### src/rtl/uart_tx_sched.sv
// uart_tx_sched: round-robin arbiter sharing one UART Tx unit among NUM_REQ byte clients.
// Ports: clock/rst (sync, active-high); req/req_data/cfg_* from clients; tx_active/tx_done
//   from Tx unit; send/data_in/parity_type/baud_rate/stop_bits/data_length to Tx unit;
//   grant/ack/err one-hot per client; busy high whenever not IDLE.
module uart_tx_sched #(
  parameter int NUM_REQ        = 4,
  parameter int TIMEOUT_CYCLES = 300000,
  parameter int GUARD_CYCLES   = 2
) (
  input  logic                 clock,
  input  logic                 rst,
  input  logic [NUM_REQ-1:0]   req,
  input  logic [8*NUM_REQ-1:0] req_data,
  input  logic [1:0]           cfg_parity,
  input  logic [1:0]           cfg_baud,
  input  logic                 cfg_stop,
  input  logic                 cfg_len,
  input  logic                 tx_active,
  input  logic                 tx_done,
  output logic                 send,
  output logic [7:0]           data_in,
  output logic [1:0]           parity_type,
  output logic [1:0]           baud_rate,
  output logic                 stop_bits,
  output logic                 data_length,
  output logic [NUM_REQ-1:0]   grant,
  output logic [NUM_REQ-1:0]   ack,
  output logic [NUM_REQ-1:0]   err,
  output logic                 busy
);
  localparam int PW = $clog2(NUM_REQ);
  localparam int TW = $clog2(TIMEOUT_CYCLES + 1);
  localparam int GW = $clog2(GUARD_CYCLES + 1);

  typedef enum logic [2:0] {
    S_IDLE,
    S_SEND,
    S_WAIT,
    S_FIN,
    S_GUARD
  } state_t;

  state_t             state;
  state_t             state_nx;
  logic [PW-1:0]      rr_ptr;
  logic [TW-1:0]      timer;
  logic [GW-1:0]      guard_cnt;
  logic [NUM_REQ-1:0] grant_q;
  logic [7:0]         data_q;
  logic [1:0]         parity_q;
  logic [1:0]         baud_q;
  logic               stop_q;
  logic               len_q;

  logic               pick_vld;
  logic [PW-1:0]      pick_idx;
  logic [7:0]         pick_byte;
  int                 cand;
  logic               tmo;

  // Search starts one past the last winner so every client gets a turn.
  always_comb begin
    pick_vld = 1'b0;
    pick_idx = '0;
    cand     = 0;
    for (int k = 1; k <= NUM_REQ; k++) begin
      cand = (int'(rr_ptr) + k) % NUM_REQ;
      if (!pick_vld && req[PW'(cand)]) begin
        pick_vld = 1'b1;
        pick_idx = PW'(cand);
      end
    end
  end

  always_comb begin
    pick_byte = '0;
    for (int i = 0; i < NUM_REQ; i++) begin
      if (PW'(i) == pick_idx) pick_byte = req_data[8*i +: 8];
    end
  end

  assign tmo = (timer == TW'(TIMEOUT_CYCLES - 1));

  always_comb begin
    state_nx = state;
    send     = 1'b0;
    ack      = '0;
    err      = '0;
    unique case (state)
      S_IDLE: begin
        if (pick_vld) state_nx = S_SEND;
      end
      S_SEND: begin
        if (tmo) begin
          err      = grant_q;
          state_nx = S_GUARD;
        end else begin
          send = 1'b1;
          if (tx_active) state_nx = S_WAIT;
        end
      end
      S_WAIT: begin
        // A completed frame wins over a timeout landing on the same cycle.
        if (tx_done && !tx_active) begin
          state_nx = S_FIN;
        end else if (tmo) begin
          err      = grant_q;
          state_nx = S_GUARD;
        end
      end
      S_FIN: begin
        ack      = grant_q;
        state_nx = S_GUARD;
      end
      S_GUARD: begin
        if (guard_cnt == GW'(GUARD_CYCLES - 1)) state_nx = S_IDLE;
      end
      default: state_nx = S_IDLE;
    endcase
  end

  always_ff @(posedge clock) begin
    if (rst) begin
      state     <= S_IDLE;
      rr_ptr    <= PW'(NUM_REQ - 1);
      timer     <= '0;
      guard_cnt <= '0;
      grant_q   <= '0;
      data_q    <= '0;
      parity_q  <= '0;
      baud_q    <= '0;
      stop_q    <= 1'b0;
      len_q     <= 1'b0;
    end else begin
      state <= state_nx;
      if (state == S_IDLE && pick_vld) begin
        rr_ptr   <= pick_idx;
        grant_q  <= NUM_REQ'(1) << pick_idx;
        data_q   <= pick_byte;
        parity_q <= cfg_parity;
        baud_q   <= cfg_baud;
        stop_q   <= cfg_stop;
        len_q    <= cfg_len;
        timer    <= '0;
      end
      if (state == S_SEND || state == S_WAIT) timer <= timer + 1'b1;
      if (state != S_GUARD && state_nx == S_GUARD) grant_q <= '0;
      if (state == S_GUARD) guard_cnt <= guard_cnt + 1'b1;
      else                  guard_cnt <= '0;
    end
  end

  assign grant       = grant_q;
  assign data_in     = data_q;
  assign parity_type = parity_q;
  assign baud_rate   = baud_q;
  assign stop_bits   = stop_q;
  assign data_length = len_q;
  assign busy        = (state != S_IDLE);

endmodule
### config.mk
export PLATFORM = sky130hd
export DESIGN_NAME = uart_tx_sched
export DESIGN_NICKNAME = d
export VERILOG_FILES = /design/src/rtl/uart_tx_sched.sv
export SDC_FILE = /design/constraint.sdc
export NUM_CORES = 1
export LEC_CHECK = 0
export BUFFER_PORTS_ARGS = -buffer_cell sky130_fd_sc_hd__buf_4
export CAP_MARGIN = 40
export CELL_PAD_IN_SITES_DETAIL_PLACEMENT = 1
export CELL_PAD_IN_SITES_GLOBAL_PLACEMENT = 1
export CORE_ASPECT_RATIO = 0.8
export CORE_UTILIZATION = 40
export CTS_CLUSTER_DIAMETER = 120
export DETAILED_ROUTE_END_ITERATION = 12
export HOLD_SLACK_MARGIN = 0.05
export PLACE_DENSITY = 0.85
export SYNTH_ARGS = -nofsm -noshare
export SYNTH_HDL_FRONTEND = slang
export SYNTH_SLANG_ARGS = --single-unit
### constraint.sdc
create_clock -name clock -period 3.7 [get_ports clock]
set_input_delay 0 -clock clock [delete_from_list [all_inputs] [get_ports clock]]
set_output_delay 0 -clock clock [all_outputs]
set_load 0.01 [all_outputs]
==> metrics.md <==
| Metric | Value |
|---|---|
| Synth area leader | `dfxtp_1` |
| VDD IR max | `0.193 mV` |
| Synth Area in XOR/XNOR | `0.662%` |
| Rel. slew slack | `45.4%` |
| FFs w/ async S/R, synth | `0%` |
| Clk_lat worst skew | `0.31 ns` |
| Post-synth EDFFs | `0` |
| Compound-cell area share of the yosys netlist | `21.2%` |
| Vias in the first global route | `2689` |
| Global routing's busiest layer | `met2` |
| Met3 Use GR | `4.10%` |
| Hold Vio Cnt, Final | `0` |
| Dominant synthesized flop cell | `dfxtp_1` |
| Core ar. | `5910 um^2` |
| Fmax | `365 MHz` |
| Mapped Area | `2460 um^2` |
| Crit end category | `flip-flop` |
| TritonCTS clock tree | `built` |
| Synth area leaders | `dfxtp_1 36%, nor2_1 6.0%, nand2_1 4.7%` |
| Pins Over Slew Limit | `0` |
| Initial antenna violation count | `0` |
| Multiplexer share of the synthesized area | `4.12%` |
| Vias | `2590` |
| Fin util | `56.3%` |
| Syn nets | `348` |
| Layout cells sized above 1 | `26.8%` |
| Layout area overhead | `35.4%` |
| GP Congestion | `0.806` |
| Syn Area/Cell | `8.19 um^2` |
| PnR worst setup slack | `0.958 ns` |
| Synth Instances | `300` |
| Worst Max-Slew Pin Slew | `0.818 ns` |
| GR Util met2 | `47.4%` |
| Clk_skew | `0.00899 ns` |
| Commonest non-fill, non-tap cell in the layout | `buf_4` |
| Die Area | `6460 um^2` |
| DRT Pass-1 Iters | `4` |
| Hpwl dp | `5550 um` |
| IO buf count | `73` |
| Starting Density | `41.6%` |
| DRC | `0` |
| Dominant combinational cell family by area after synthesis | `simple AND/OR/NAND/NOR gates` |
| Synth warnings | `0` |
| RSZ-0062 raised after global routing | `false` |
| Num rows | `25` |
| Req. time, crit path | `3.89 ns` |
| Die W | `89.6 um` |
| Post-synth cell types | `58` |
| Place WS | `1.52 ns` |
| Yosys top cell area share | `35.8%` |
| Cts bufs inserted | `5` |
| Met1 GRT Util | `33.5%` |
| Post-synthesis adder-cell area fraction | `1.02%` |
| 1st-iter DRT viols | `89` |
| Most frequent cells in the layout | `74 x buf_4, 44 x dfxtp_1, 39 x nor2_1, 31 x nand2_1, 19 x dlygate4sd3_1` |
| Final period util | `74.1%` |
| Setup Crit Path Kind | `reg -> reg` |
| Crit path launch type | `flip-flop` |
| Total of max-cap violations | `0` |
| Critical path arrival | `2.94 ns` |
| Final Critical Period | `2.74 ns` |
| Total track usage | `26.9%` |
| PwrDens | `427 nW/um^2` |
| Num ports | `74` |
| Register area share after synthesis | `35.8%` |
| Total Neg Setup Slack | `0 ns` |
| H-tree depth | `2` |
| # setup viols final | `0` |
| CTS resizes | `0` |
| Die height | `72.1 um` |
| # nets final | `431` |
| HP Class | `in -> reg` |
| Register bit total from synthesis | `44` |
| Total Wirelength | `8060 um` |
| Grt ovf | `0` |
| Post-Synth Simple-Gate Area | `32.8%` |
| Max FO, Critical Path | `16` |
| Leak | `1.31 nW` |
| CTS sink cnt | `44` |
| Number of routed nets with antenna violations | `0` |
| Largest net degree at the start of global routing | `41` |
| Hold WS | `0.0571 ns` |
| Via density per instance | `5.57` |
| Reg clk slew, reported paths | `0.09 ns` |
| First-pass GRT wire length | `13200 um` |
| Antenna diodes | `0` |
| CTS root buffer | `clkbuf_8` |
| Clock Tree Buf Depth | `2` |
| Drt wl/cell | `17.3 um` |
| Outcome | `finished clean` |
## registers in the layout, summed over array words and instances, names as in the netlist
signal,cells
baud_rate,2
rr_ptr,2
timer,19
grant,4
data_in,8
parity_type,2
state,3
guard_cnt,2
data_length,1
stop_bits,1
## synth_stat cells, drive strengths merged (7+ instances only)
cell and count:
dfxtp 44, nor2 42, nand2 31, a21oi 18, nand3 14, o21ai 12, clkbuf 9, mux2 9
and2 8, buf 8, a311oi 7, nor3 7
## area by class of cell
class	count	area [um^2]
fillers	729	2580
clock buffers	5	68.8
flip-flops and latches	44	881
well taps	81	101
inverters	4	15.0
multi-input cells	235	1470
repair buffers	93	746
clock inverters	3	46.3
## layer usage
| metal | routed length (um) | share of wire, % |
|---|---|---|
| met5 | 0 | 0 |
| met4 | 162 | 2.0 |
| met3 | 286 | 3.5 |
| met2 | 4020 | 50 |
| met1 | 3590 | 45 |
## per-stage QoR
| step | power [mW] | instances | instance area, um^2 |
|---|---|---|---|
| 2_1_floorplan | 0.848 | 300 | 2460 |
| 4_1_cts | 1.42 | 465 | 3330 |
| 5_1_grt | 1.50 | 465 | 3330 |
| 6_report | 1.42 | 465 | 3330 |
| 3_3_place_gp | 0.988 | 437 | 3010 |
| 3_5_place_dp | 1.01 | 438 | 3020 |
## cells by family after synthesis
family                   count (synthesis)
AND/OR/NAND/NOR                        149
AO/OA/AOI/OAI                           74
flip-flops                              44
buffers and inverters                   21
multiplexers                             9
adder cells (fa/ha/maj)                  2
XOR/XNOR                                 1
## final timing paths
check / to / cells past startpoint / slack [ns] / start
min: data_in[7] / 3 / 0.06 / req_data[31]
max reg2reg: data_in[4] / 6 / 0.96 / state[2]
min reg2reg: guard_cnt[0] / 1 / 0.45 / guard_cnt[0]
max: data_in[4] / 6 / 0.96 / state[2]
## what timing repair did
item                                   4_1_cts  5_1_grt
endpoints found under the hold margin       13        0
hold buffers                                19        0
buffers inserted                             0        0
## worst max-delay path, stage by stage (launching register included)
cell and delay (ns):
dfxtp_1 0.46, or3_1 0.43, nor2_2 0.60, nor3b_1 0.14, a31oi_1 0.25, o21ai_0 0.16
dlygate4sd3_1 0.59
## report_power, final
part | switching, mW | internal (mW)
Clock | 0.177 | 0.203
Combinational | 0.261 | 0.214
Sequential | 0.0457 | 0.521
No activity file was read; power rests on OpenSTA's default activity.
